## config.mk

```make
export PLATFORM = sky130hd
export DESIGN_NAME = occupancy_gate_ctrl
export DESIGN_NICKNAME = d
export VERILOG_FILES = /design/src/rtl/occupancy_gate_ctrl.sv
export SDC_FILE = /design/constraint.sdc
export NUM_CORES = 1
export LEC_CHECK = 0
export CAP_MARGIN = 5
export CORE_AREA = 2 2 39 41
export CTS_CLUSTER_DIAMETER = 100
export DETAILED_ROUTE_END_ITERATION = 10
export DIE_AREA = 0 0 41 43
export PLACE_DENSITY = 0.67
export SYNTH_ARGS = -nofsm -noshare
export SYNTH_HDL_FRONTEND = slang
export SYNTH_SLANG_ARGS = --single-unit
```

## constraint.sdc

```tcl
create_clock -name clk -period 1.2 [get_ports clk]
set_input_delay 0.18 -clock clk [delete_from_list [all_inputs] [get_ports clk]]
set_output_delay 0.18 -clock clk [all_outputs]
set_load 0.05 [all_outputs]
```

## src/rtl/occupancy_gate_ctrl.sv

```systemverilog
// Gate sequencer: turns two beam-sensor passes into counter up/down pulses.
// Entry is A->AB->B->none, exit is the mirror; aborted passes emit nothing.
module occupancy_gate_ctrl #(
  parameter int CW        = 4,
  parameter int MAX_COUNT = 10
) (
  input  logic          clk,
  input  logic          reset,
  input  logic          sensor_a,
  input  logic          sensor_b,
  input  logic [CW-1:0] count,
  output logic          up,
  output logic          down,
  output logic          reject,
  output logic          underflow,
  output logic          full,
  output logic          empty,
  output logic          busy
);

  typedef enum logic [2:0] {
    IDLE, EN1, EN2, EN3, EX1, EX2, EX3
  } state_t;

  state_t state, nxt;
  logic   a_p0, a_p1, b_p0, b_p1;
  logic   sa, sb;
  logic   entry_done, exit_done;

  assign sa    = a_p1;
  assign sb    = b_p1;
  assign full  = (count >= CW'(MAX_COUNT));
  assign empty = (count == '0);

  always_comb begin
    nxt        = state;
    entry_done = 1'b0;
    exit_done  = 1'b0;
    unique case (state)
      IDLE: begin
        if (sa && !sb)      nxt = EN1;
        else if (!sa && sb) nxt = EX1;
      end
      EN1: begin
        if (sa && sb)       nxt = EN2;
        else if (!sa)       nxt = IDLE;
      end
      EN2: begin
        if (!sa && sb)      nxt = EN3;
        else if (sa && !sb) nxt = EN1;
        else if (!sa && !sb) nxt = IDLE;
      end
      EN3: begin
        if (!sa && !sb) begin
          nxt        = IDLE;
          entry_done = 1'b1;
        end
        else if (sa && sb)  nxt = EN2;
        else if (sa)        nxt = IDLE;
      end
      EX1: begin
        if (sa && sb)       nxt = EX2;
        else if (!sb)       nxt = IDLE;
      end
      EX2: begin
        if (sa && !sb)      nxt = EX3;
        else if (!sa && sb) nxt = EX1;
        else if (!sa && !sb) nxt = IDLE;
      end
      EX3: begin
        if (!sa && !sb) begin
          nxt       = IDLE;
          exit_done = 1'b1;
        end
        else if (sa && sb)  nxt = EX2;
        else if (sb)        nxt = IDLE;
      end
      default: nxt = IDLE;
    endcase
  end

  // stage p0/p1: two-flop synchronizers; FSM stage registers state and pulses
  always_ff @(posedge clk or posedge reset) begin
    if (reset) begin
      a_p0      <= 1'b0;
      a_p1      <= 1'b0;
      b_p0      <= 1'b0;
      b_p1      <= 1'b0;
      state     <= IDLE;
      up        <= 1'b0;
      down      <= 1'b0;
      reject    <= 1'b0;
      underflow <= 1'b0;
      busy      <= 1'b0;
    end else begin
      a_p0      <= sensor_a;
      a_p1      <= a_p0;
      b_p0      <= sensor_b;
      b_p1      <= b_p0;
      state     <= nxt;
      busy      <= (nxt != IDLE);
      up        <= entry_done && !full;
      reject    <= entry_done && full;
      down      <= exit_done && !empty;
      underflow <= exit_done && empty;
    end
  end

endmodule

```

==> reports/results.tsv, run 1 <==
metric	value	unit
drtPass1Iterations	3	
cts.sinks	12	
synth_nets	49	
yosys.area.top_type	dfrtp_1	
synth_area_per_cell	11.35	um2
root_buffer	clkbuf_4	
die_area	1763	um2
dp_worst_setup_slack	-0.1913	ns
grt_usage	12.38	%
hp-class	in -> async	
num-nets-final	73	
multi_input_area	166.4	um2
met2_length	506	um
drcViolationCount	0	
peakVddDrop	673.5	uV
synth.top_cell.area_share	64.52	%
crit_required	1.34	ns
path_class	reg -> reg	
antenna_cells	0	
r2r_start	b_p1$_DFF_PP0_	
antenna_found_initial	0	
r2r_slack	0.02	ns
timing_hold_violations_final	0	
endpoint_kind	flip-flop	
finalCriticalPeriod	1.182	ns
p_leak	0.3753	nW
ys_types	18	
wl_met3	35	um
critPathArrivalTime	1.32	ns
die_w	41	um
synth_seq_area_share	64.52	%
drv_cap	0	
grt_max_degree	13	
synthToLayoutAreaGrowth	68.82	%
path_clk_slew	0.08	ns
drive_gt1_share	29.69	%
synth_area_leaders	dfrtp_1, inv_1, nor2b_1	
ant_nets	0	
core_area	1384	um2
whs	0.1987	ns
grt_pass1_vias	342	
drv_slew	0	
vias	379	
place.port_buffers	14	
synth_top_family_by_area	simple AND/OR/NAND/NOR gates	
status	completed	
grt_pass1_wl	1.407	mm
regArea	301.5	um2
worst-path-max-fanout	5	
cts_tree	done	
dpl-instance-area	725.7	um2
cts_made_buffers	3	
floorplan.initialDensity	33.63	%
r2r-end	busy$_DFF_PP0_	
muxShareOfSynthArea	0	%
cts_htree_levels	1	
hold_buffers	0	
ios	15	
synth_xor_area_share	1.882	%
syn_area	465.4	um2
fillCellCount	123	
dp.cells	73	
drt_iter0_markers	1	
routed_wl	952	um
wl_per_cell	11.90	um
relSlewSlack	70.25	%
ctsLongestPathBuffers	2	
synth_compound_area_share	11.83	%
die_h	43	um
finalInstanceArea	785.8	um2
vias_per_cell	4.738	
synth_fa_ha_area_share	0	%
synth_simple_gate_area_share	17.74	%
power_per_cell_area	1553	nW/um2
gp_congestion	0.7293	
top_layer	met4	
fmax	0.8462	GHz
finClkSkew	0.003758	ns
startpoint_type	flip-flop	
grt_overflow	0	
finalSetupViolCount	0	
setup_ws	0.01830	ns
finalSetupTns	0	ns
synthCells	41	
max_slew.worst_pin.slew	0.4457	ns
ys_warn_count	0	
post-route-period-util	98.48	%
ys_ff_latch	12	
ff2ff_path_depth	3	
rows	14	
stdcell_count	80	
insertion_delay	0.27	ns
met1_length	391	um
## Yosys cell counts
library cell  number
nand2b_1           1
xnor2_1            1
a21oi_1            2
nor3b_1            1
nor2b_1            3
o21bai_1           1
nand3b_1           1
inv_1              5
dfrtp_1           12
nand3_1            1
a32oi_1            1
and3_1             2
o21ai_0            2
nand2_1            2
nor4_1             1
nor2_1             3
a311o_1            1
o2111ai_1          1
## logic make-up (layout without fill, tap and decap cells)
group / after synthesis / after routing
compound gates: 8 / 8
xor+xnor: 1 / 1
buf+inv: 5 / 28
flops: 12 / 12
simple gates: 15 / 15
## area by class of cell
class	count	share of cell area [%]
Sequential cell	12	38.38
Tap cell	16	2.548
Multi-Input combinational cell	24	21.18
Clock buffer	4	4.618
Timing Repair Buffer	19	30.89
Inverter	5	2.389
## critical path: stages (launching register included)
cell	delay [ns]
dfrtp_1	0.45
xnor2_1	0.18
a32oi_1	0.27
o2111ai_1	0.16
## worst max-delay path by stage
stage,from,end,slack [ns],depth (start not counted)
floorplan,count[0],underflow$_DFF_PP0_,0.01,2
global placement,count[0],empty,-0.17,3
detailed placement,count[1],full,-0.19,4
CTS,state[0]$_DFF_PP0_,busy$_DFF_PP0_,0.03,3
global route,state[2]$_DFF_PP0_,busy$_DFF_PP0_,-0.04,3
finish,b_p1$_DFF_PP0_,busy$_DFF_PP0_,0.02,3
## sequential cells by signal, summed over array words and instances (netlist names)
| signal | flops |
|---|---|
| busy | 1 |
| b_p1 | 1 |
| a_p1 | 1 |
| reject | 1 |
| b_p0 | 1 |
| underflow | 1 |
| up | 1 |
| down | 1 |
| a_p0 | 1 |
| state | 3 |
## cells in the final DEF (no fill, tap or decap), drive strengths merged, types with 2 or more instances in the layout
cell,instances
clkdlybuf4s50,3
a21oi,2
buf,12
nor2,3
nand2,2
nor2b,3
dfrtp,12
clkbuf,4
inv,5
dlygate4sd2,4
o21ai,2
and3,2
## stage by stage
stage          total power, mW  utilization, %
4_1_cts                  1.193           55.24
5_1_grt                  1.279           56.78
6_report                 1.220           56.78
3_5_place_dp            0.8757           52.44
3_3_place_gp            0.8665           52.44
2_1_floorplan           0.7064               -
## report_power, final
part / leakage (nW) / switching, mW / internal (mW)
clock: 0.0210 / 0.137 / 0.185
sequential: 0.152 / 0.0726 / 0.460
combinational: 0.202 / 0.170 / 0.195
total: 0.375 / 0.380 / 0.840
## per-layer routing
metal  vias to the layer above  global-route usage, %
li1                        188                      -
met1                       182                  14.73
met2                         7                  17.81
met3                         2                  4.712
met4                         0                  8.000
met5                         -                      0
## what timing repair did
item / CTS / global route
resized for setup: 5 / 2
gates cloned: 0 / 0
setup buffers: 1 / 2
endpoints found under the hold margin: 0 / 0
setup endpoints to repair: 2 / 3
pin swaps: 1 / 1
(Power assumes the default switching activity.)
==> run 2: changes to the inputs <==
--- a/config.mk
+++ b/config.mk
@@ -5,12 +5,12 @@
 export SDC_FILE = /design/constraint.sdc
 export NUM_CORES = 1
 export LEC_CHECK = 0
-export CAP_MARGIN = 5
 export CORE_AREA = 2 2 39 41
 export CTS_CLUSTER_DIAMETER = 100
 export DETAILED_ROUTE_END_ITERATION = 10
 export DIE_AREA = 0 0 41 43
 export PLACE_DENSITY = 0.67
+export RECOVER_POWER = 25
 export SYNTH_ARGS = -nofsm -noshare
 export SYNTH_HDL_FRONTEND = slang
 export SYNTH_SLANG_ARGS = --single-unit
==> run 2 against run 1 <==
  * Routed wire length is 0.11% lower
  * Core utilization did not move
  * Total power down 0.16%
  * First-iteration DRC count unchanged
  * Largest power group unchanged
  * Clock power barely moved
==> reports/results.tsv, run 2 (synthesized netlist as in run 1, its figures left out) <==
metric	value	unit
r2r_start	b_p1$_DFF_PP0_	
crit_required	1.34	ns
hp-class	in -> async	
rows	14	
startpoint_type	flip-flop	
die_w	41	um
vias_per_cell	4.738	
p_leak	0.3761	nW
worst-path-max-fanout	5	
endpoint_kind	flip-flop	
ff2ff_path_depth	3	
path_class	reg -> reg	
wl_per_cell	11.89	um
max_slew.worst_pin.slew	0.4453	ns
final_core_util	56.78	%
relSlewSlack	70.28	%
power_per_cell_area	1550	nW/um2
floorplan.initialDensity	33.63	%
die_h	43	um
ant_nets	0	
ios	15	
dp.cells	73	
die_area	1763	um2
synthToLayoutAreaGrowth	68.82	%
cts_htree_levels	1	
grt_pass1_wl	1.407	mm
drcViolationCount	0	
status	completed	
power	1.218	mW
drive_gt1_share	29.69	%
antenna_cells	0	
vias	379	
layout_commonest_cell	dfrtp_1	
gp_congestion	0.7293	
drt_iter0_markers	1	
antenna_found_initial	0	
drv_slew	0	
grt_pass1_vias	342	
path_clk_slew	0.08	ns
ctsLongestPathBuffers	2	
finClkSkew	0.003758	ns
cts_made_buffers	3	
timing_hold_violations_final	0	
num-nets-final	73	
insertion_delay	0.27	ns
drtPass1Iterations	3	
r2r_slack	0.02	ns
place.port_buffers	14	
critPathArrivalTime	1.32	ns
largest_reg_flops	3	
grt_overflow	0	
drv_cap	0	
grt_usage	12.38	%
fmax	0.8462	GHz
root_buffer	clkbuf_4	
core_area	1384	um2
largest-register	state	
grt_max_degree	13	
r2r-end	busy$_DFF_PP0_	
cts.sinks	12	
stdcell_count	80	
finalCriticalPeriod	1.182	ns
routed_wl	951	um
post-route-period-util	98.48	%
cts_tree	done	
finalSetupViolCount	0	
mostFrequentLayoutCells	dfrtp_1, buf_12, inv_1, buf_4, dlygate4sd2_1	
peakVddDrop	673.5	uV
## run 2: cell types whose count changed in the layout (fill, tap and decap cells not counted), sizes merged
cell and change:
clkdlybuf4s50 -3, dlygate4sd3 +3
## run 2: critical path, cell delays in order, from the launching register on
cell	delay [ns]
dfrtp_1	0.45
xnor2_1	0.18
a32oi_1	0.27
o2111ai_1	0.16
## run 2: worst max-delay path by stage
stage | from | endpoint | slack (ns)
global placement | count[0] | empty | -0.17
CTS | state[0]$_DFF_PP0_ | busy$_DFF_PP0_ | 0.03
detailed placement | count[1] | full | -0.19
floorplan | count[0] | underflow$_DFF_PP0_ | 0.01
finish | b_p1$_DFF_PP0_ | busy$_DFF_PP0_ | 0.02
global route | state[2]$_DFF_PP0_ | busy$_DFF_PP0_ | -0.04
## run 2: layout make-up
type                            instances  area, um2
Clock buffer                            4      36.28
Multi-Input combinational cell         24      166.4
Inverter                                5      18.77
Timing Repair Buffer                   19      242.7
Sequential cell                        12      301.5
Tap cell                               16      20.02
Fill cell                             123      598.1
## run 2: per-stage QoR
stage | hold slack, ns | area, um2 | TNS, ns | setup slack, ns
after CTS | 0.2134 | 764.5 | 0 | 0.02650
final | 0.3361 | 785.8 | 0 | 0.01830
after detailed placement | 0.3402 | 725.7 | -0.7194 | -0.1913
after global placement | 0.3326 | 725.7 | -0.4631 | -0.1680
after global routing | 0.3717 | 785.8 | -0.06727 | -0.03829
after floorplan | 0.04470 | 480.5 | 0 | 0.01435
## run 2: report_power, final
group | switching [mW] | total (mW) | internal, mW
Combinational | 0.170 | 0.364 | 0.193
Clock | 0.137 | 0.321 | 0.185
Sequential | 0.0726 | 0.533 | 0.460
## run 2: routing by layer
layer	up-vias	track usage (%)	share of wire, %
met5	-	0	0
met4	0	8.000	2.0
met3	2	4.712	3.7
met2	7	17.81	53
met1	182	14.73	41
li1	188	-	-
## run 2: what timing repair did
| action | in CTS | in global routing |
|---|---|---|
| endpoints found under the hold margin | 0 | 0 |
| setup buffers | 1 | 2 |
| hold buffers | 0 | 0 |
| pin swaps | 1 | 1 |
| resized for setup | 5 | 2 |
| setup endpoints to repair | 2 | 3 |
==> run 3: changes to the inputs <==
--- a/config.mk
+++ b/config.mk
@@ -14,3 +14,4 @@
 export SYNTH_ARGS = -nofsm -noshare
 export SYNTH_HDL_FRONTEND = slang
 export SYNTH_SLANG_ARGS = --single-unit
+export TNS_END_PERCENT = 100
==> results of run 3 <==
Same layout as run 2: the final DEF is identical, and so are final timing and power.
